[src/rtl/fxp_seq_mult.sv]
// Iterative signed fixed-point multiplier (shift-add, one partial product per cycle) with
// saturation and overflow flag. Define FXP_MULT_ROUND_EN to round half away from zero.
module fxp_seq_mult #(
    parameter int INT_W = 16,
    parameter int FRAC_W = 16,
    localparam int W = INT_W + FRAC_W
) (
    input  logic           clk,
    input  logic           rst_n,
    input  logic           in_valid,
    output logic           in_ready,
    input  logic [W-1:0]   a,
    input  logic [W-1:0]   b,
    output logic           out_valid,
    input  logic           out_ready,
    output logic [W-1:0]   result,
    output logic [2*W-1:0] product_full,
    output logic           overflow
);
    localparam int CW = $clog2(W);
    localparam logic [2*W:0] POS_LIM = {{(W+2){1'b0}}, {(W-1){1'b1}}};
    localparam logic [2*W:0] NEG_LIM = POS_LIM + 1'b1;
    localparam logic [W-1:0] SAT_MAX = {1'b0, {(W-1){1'b1}}};
    localparam logic [W-1:0] SAT_MIN = {1'b1, {(W-1){1'b0}}};

    typedef enum logic [1:0] {IDLE, CALC, NORM, DONE} state_t;
    state_t state, state_nx;

    logic          sign;
    logic [W-1:0]  mcand, mult, acc_hi;
    logic [CW-1:0] cnt;
    logic [W:0]    sum;
    logic [2*W-1:0] p;
    logic [2*W:0]  p_adj, m;
    logic [W-1:0]  m_lo, res_nx;
    logic          ovf_nx;

    assign in_ready  = (state == IDLE);
    assign out_valid = (state == DONE);

    always_ff @(posedge clk or negedge rst_n) begin
        if (!rst_n) state <= IDLE;
        else        state <= state_nx;
    end

    always_comb begin
        state_nx = state;
        case (state)
            IDLE: if (in_valid) state_nx = CALC;
            CALC: if (cnt == CW'(W-1)) state_nx = NORM;
            NORM: state_nx = DONE;
            DONE: if (out_ready) state_nx = IDLE;
            default: state_nx = IDLE;
        endcase
    end

    // Carry out of the add lands in the top bit before the joint right shift.
    assign sum = {1'b0, acc_hi} + {1'b0, (mult[0] ? mcand : {W{1'b0}})};
    assign p   = {acc_hi, mult};

`ifdef FXP_MULT_ROUND_EN
    assign p_adj = {1'b0, p} + ({{(2*W){1'b0}}, 1'b1} << (FRAC_W-1));
`else
    assign p_adj = {1'b0, p};
`endif
    assign m    = p_adj >> FRAC_W;
    assign m_lo = m[W-1:0];

    always_comb begin
        res_nx = sign ? -m_lo : m_lo;
        ovf_nx = 1'b0;
        if (!sign && m > POS_LIM) begin
            res_nx = SAT_MAX;
            ovf_nx = 1'b1;
        end else if (sign && m > NEG_LIM) begin
            res_nx = SAT_MIN;
            ovf_nx = 1'b1;
        end
    end

    always_ff @(posedge clk or negedge rst_n) begin
        if (!rst_n) begin
            sign         <= 1'b0;
            mcand        <= '0;
            mult         <= '0;
            acc_hi       <= '0;
            cnt          <= '0;
            result       <= '0;
            product_full <= '0;
            overflow     <= 1'b0;
        end else begin
            case (state)
                IDLE: if (in_valid) begin
                    sign   <= a[W-1] ^ b[W-1];
                    mcand  <= a[W-1] ? -a : a;
                    mult   <= b[W-1] ? -b : b;
                    acc_hi <= '0;
                    cnt    <= '0;
                end
                CALC: begin
                    acc_hi <= sum[W:1];
                    mult   <= {sum[0], mult[W-1:1]};
                    cnt    <= cnt + CW'(1);
                end
                NORM: begin
                    product_full <= sign ? -p : p;
                    result       <= res_nx;
                    overflow     <= ovf_nx;
                end
                default: ;
            endcase
        end
    end
endmodule

[config.mk]
export PLATFORM = sky130hd
export DESIGN_NAME = fxp_seq_mult
export DESIGN_NICKNAME = d
export VERILOG_FILES = /design/src/rtl/fxp_seq_mult.sv
export SDC_FILE = /design/constraint.sdc
export NUM_CORES = 1
export LEC_CHECK = 0
export CAP_MARGIN = 40
export CELL_PAD_IN_SITES_DETAIL_PLACEMENT = 1
export CELL_PAD_IN_SITES_GLOBAL_PLACEMENT = 1
export CORE_ASPECT_RATIO = 0.9
export CORE_MARGIN = 3
export CORE_UTILIZATION = 51
export DETAILED_ROUTE_END_ITERATION = 10
export DONT_BUFFER_PORTS = 1
export PLACE_DENSITY = 0.9
export SETUP_SLACK_MARGIN = 0.05
export SLEW_MARGIN = 20
export SYNTH_ARGS = -nofsm -noshare
export SYNTH_HDL_FRONTEND = slang
export SYNTH_SLANG_ARGS = --single-unit
[constraint.sdc]
create_clock -name clk -period 6.6 [get_ports clk]
set_clock_uncertainty 0.2 [all_clocks]
set_input_delay 0.66 -clock clk [delete_from_list [all_inputs] [get_ports clk]]
set_output_delay 0.66 -clock clk [all_outputs]
set_load 0.01 [all_outputs]
Word level (Yosys, flattened, before mapping) --
Index checks and enable logic that the tools add are counted.
Operators by class: $lt $le $gt $ge 2, reduce and logical (&&, ||, !) cells 8, mux-type cells 19, $add $sub $neg 6, equality and inequality tests 7, bitwise gates (word level) 1
Operator list (number):
- 32-bit two-way mux | 8
- 32-bit case mux with 2 select lines | 2
- 32-bit negator | 3
- 64-bit two-way mux | 1
- 64-bit negator | 1
- 48-bit by 31-bit greater-than comparator with 1-bit output, second input constant | 1
- 48-bit by 32-bit greater-than comparator with 1-bit output, second input constant | 1
- 32-bit by 32-bit adder with 33-bit output | 1
- 5-bit case mux with 2 select lines | 1
- 2-bit case mux with 4 select lines | 1
- 2-bit two-way mux | 3
- 5-bit by 1-bit adder with 5-bit output, second input constant | 1
- 5-bit equality test, second input constant | 1
- 5-bit two-way mux | 1
- 2-bit equality test, second input constant | 2
- 2-bit inequality test, second input constant | 2
- 2-bit AND reduction | 2
- 3-bit AND reduction | 1
- 2-bit by 1-bit equality test with 1-bit output, second input constant | 1
- 1-bit logical AND | 2
- 2-bit zero test | 1
- 1-bit two-way mux | 2
- 2-bit by 1-bit inequality test with 1-bit output, second input constant | 1
- 2-bit nonzero test | 1
- other kinds (2) | 2
Storage, ports and cells: flip-flop bits (word level) 201, bits of input ports 68, logic and storage cells 52, output and inout port bits 99

Logic depth before layout (Yosys ltp) --
depth after elaboration 4, mapped depth 13, depth with buffers taken out 11

Worst setup path after synthesis --
No wires, ideal clock.
kind reg-to-reg, from register mult[0], to register acc_hi[23], path slack 3.020 ns, clock period less this slack 3.580 ns, data required time 6.276 ns, arrival time 3.256 ns, library setup time 0.124 ns, cell stages (with the launch flop) 14, buffers on the path 2, cells stage by stage dfrtp_1 > clkbuf_1 > clkbuf_1 > and2_1 > ha_1 > inv_1 > fa_1 > nor2b_1 > o211ai_1 > a21oi_1 > a221oi_1 > o41ai_1 > a2111oi_0 > a211o_1
Between the ends: cells in the longest elaborated chain, start to end 3
Ends and longest elaborated chain:
- start: declaration | line 30 | logic [W-1:0] mcand, mult, acc_hi;
- start signal: assignment | line 96 | mult <= b[W-1] ? -b : b;
- start signal: assignment | line 102 | mult <= {sum[0], mult[W-1:1]};
- 32-bit two-way mux | line 58 | assign sum = {1'b0, acc_hi} + {1'b0, (mult[0] ? mcand : {W{1'b0}})};
- 32-bit by 32-bit adder with 33-bit output | line 58
- 32-bit case mux with 2 select lines | line 92 | case (state)
- end signal: assignment | line 101 | acc_hi <= sum[W:1];
- end: declaration | line 30
No other way between the ends. A chain may end at the register's enable or synchronous reset.

Worst setup path in the final report --
from register state[0], to register acc_hi[29]
Between the ends: cells in the longest elaborated chain, start to end 3, elaborated cells between the ends (all ways) 6
Ends and longest elaborated chain:
- start: declaration | line 27 | state_t state, state_nx;
- start signal: assignment | line 43 | else state <= state_nx;
- 2-bit zero test *
- via in_ready | line 11 | output logic in_ready,
- 2-bit inequality test (no source line) or 2-bit nonzero test (tied branches)
- 2-bit AND reduction (no source line)
The timed path passes the listed nets; every way through them passes the cells marked *.

==> impl_metrics.tcl <==
set metrics [dict create \
    period_share_pct 60.0 \
    drc_errors 0 \
    fmax_mhz 252 \
    synth_cells 1518 \
    vias 11867 \
    synth_largest_area_cell "dfrtp_1" \
    clockBufferDepth 3 \
    die_h_um 158 \
    htreeDepth 1 \
    die_w_um 175 \
    postRouteAntennaNets 0 \
    rsz0062_at_grt "false" \
    grt_pass1_wl_mm 69.2 \
    dr.pass1.iters 5 \
    critPathSlowestCell "nor2_1" \
    powerDensity_nw_per_um2 552 \
    post_drt_wl_per_cell_um 24.3 \
    hold_violations 0 \
    slowest_delay_ns 0.84 \
    worstMarginPinSlew_ns 1.03 \
    yosysSeqAreaShare_pct 38.3 \
    layout-drive-gt1-share_pct 6.71 \
    crit_path_start_kind "flip-flop" \
    antenna_found_initial 0 \
    cp-end-kind "flip-flop" \
    final_max_slew_viol_count 0 \
    port_buffers 0 \
    p_leak_uw 0.00586 \
    netlist_area_um2 13100 \
    syn_avg_cell_area_um2 8.64 \
    syn_nets 1629 \
    hp-class "input port to async pin" \
    critical_path.max_fanout 42 \
    synth.top_cell.area_share_pct 38.3 \
    worstPathBufferInverterCount 3 \
    clk_latency_ns 0.53 \
    setup_violations 0 \
    outcome "complete, no violations" \
    critPathRequiredTime_ns 6.80 \
    cts_root_buf "clkbuf_16" \
    clkTransAtPathRegs_ns 0.06 \
    start_util_pct 52.0 \
    grt_pass1_vias 12275 \
    reg2regPathDepth 8 \
    cts_sinks 201 \
    dieArea_um2 27700 \
    crit_cells 8 \
    max_slew_margin_pct 31.5 \
    critPathTopFamily "buffers and inverters" \
    dp_cells 1773 \
    pin_count 167 \
    synthArstFlopShare_pct 100 \
    crit_arrival_ns 4.16 \
    peakVddDrop_mv 0.288 \
    cap_violations 0 \
    gp_congestion 0.924 \
    wl_mm 44.1 \
    yosysWarnings 0 \
    grt_overflow_total 0 \
    dp_hpwl_mm 31.2 \
    drt_iter0_drc 881 \
    area_growth_pct 8.20 \
    yosys-top-cells-area "dfrtp_1, xor2_1, o21ai_0, nand2_1, ha_1" \
    n_antenna_cell 0 \
    coreArea_um2 25300 \
    path_cells "inv_1 -> ha_1 -> clkinv_1 -> nor2_1 -> a21oi_4 -> buf_4 -> a221oi_1 -> nand3_1" \
    nets 1570 \
    synth_ff_type "dfrtp_1" \
    grt_max_degree 202 \
    period_needed_ns 3.96 \
    track_usage_pct 31.1 \
    via_per_inst 6.53 \
    ys_ff_latch 201 \
    yosysUniqueCellTypes 64 \
    tns_ns 0 \
    fin_util_pct 56.2 \
    cts_tree "yes" \
    rows 55 \
    instances_no_fill 1818 \
    crit_type "flip-flop to flip-flop" \
    synth_edf_count 0 \
    cts_made_buffers 24 \
]
==> timing repair <==
action | 4_1_cts | 5_1_grt
hold buffers | 1 | 0
resized for setup | 0 | 0
endpoints found under the hold margin | 201 | 0
buffers inserted | 0 | 0
==> cell usage in the layout, fill, tap and decap left out, types with 25 or more instances in the layout <==
cell / Yosys / layout
a21oi_1: 95 / 94
ha_1: 42 / 41
o21ai_0: 141 / 141
nor2_1: 127 / 126
inv_1: 31 / 31
o31ai_1: 30 / 30
nand2_1: 162 / 161
dfrtp_1: 201 / 200
and2_1: 37 / 37
xnor2_1: 43 / 43
o22a_1: 33 / 33
a22oi_1: 30 / 30
or3_1: 26 / 26
clkbuf_16: 0 / 25
nand3_1: 30 / 30
xor2_1: 124 / 124
==> kinds of logic after synthesis <==
group                      share of synthesized area (%)
buffers and inverters                               3.79
AOI/OAI and AO/OA                                   21.6
DFF                                                 38.3
xor gates and xnor gates                            11.1
adders and majority gates                           4.16
muxes                                               2.19
and+or+nand+nor                                     18.7
==> layer usage <==
layer,GRT usage (%),routed length [µm],vias to the layer above
met5,0,0,-
met4,8.13,1240,0
met3,7.27,3520,99
met2,52.7,20900,471
met1,40.6,18500,5974
li1,-,-,5323
==> through the flow <==
stage,worst slack [ns],instance area [µm²],hold slack [ns],power (µW)
6_report,2.64,14200,0.00220,7840
5_1_grt,2.43,14200,0.0934,8340
4_1_cts,2.71,14200,0.0810,7780
3_5_place_dp,2.77,13300,0.171,6260
3_3_place_gp,2.88,13300,0.174,6010
2_1_floorplan,3.02,13100,0.164,5100
==> sequential cells by signal, indices dropped and copies added, names as in the netlist <==
name	flops
product_full	64
acc_hi	32
mcand	32
mult	32
result	32
cnt	5
state	2
overflow	1
sign	1
==> layout make-up <==
| type | count | area, µm² |
|---|---|---|
| well taps | 342 | 428 |
| multi-input cells | 1185 | 7630 |
| repair buffers | 15 | 173 |
| clock buffers | 32 | 682 |
| inverters | 32 | 120 |
| clock inverters | 11 | 136 |
| fillers | 2928 | 11100 |
| flip-flops and latches | 201 | 5030 |
==> synthesized netlist by cell type, types with 31 or more instances <==
cell type / number
dfrtp_1: 201
nand2_1: 162
o21ai_0: 141
nor2_1: 127
xor2_1: 124
clkbuf_1: 97
a21oi_1: 95
xnor2_1: 43
ha_1: 42
and2_1: 37
o22a_1: 33
inv_1: 31
==> path summary, 6_finish.rpt <==
path | startpoint | to | slack [ns]
max | state[0]$_DFFE_PN0P_ | acc_hi[29]$_DFFE_PN0P_ | 2.64
min | rst_n | product_full[24]$_DFFE_PN0P_ | 0.002
max in group asynchronous | rst_n | sign$_DFFE_PN0P_ | 5.42
min reg2reg | mcand[27]$_DFFE_PN0P_ | mcand[27]$_DFFE_PN0P_ | 0.28
min in group clk | in_valid | mult[26]$_DFFE_PN0P_ | 0.11
max reg2reg | state[0]$_DFFE_PN0P_ | acc_hi[29]$_DFFE_PN0P_ | 2.64
==> report_power, final <==
| part | switching (µW) | internal, µW |
|---|---|---|
| Combinational | 2310 | 1430 |
| Clock | 546 | 841 |
| Sequential | 920 | 1790 |
Power figures use the tool's default switching activity.
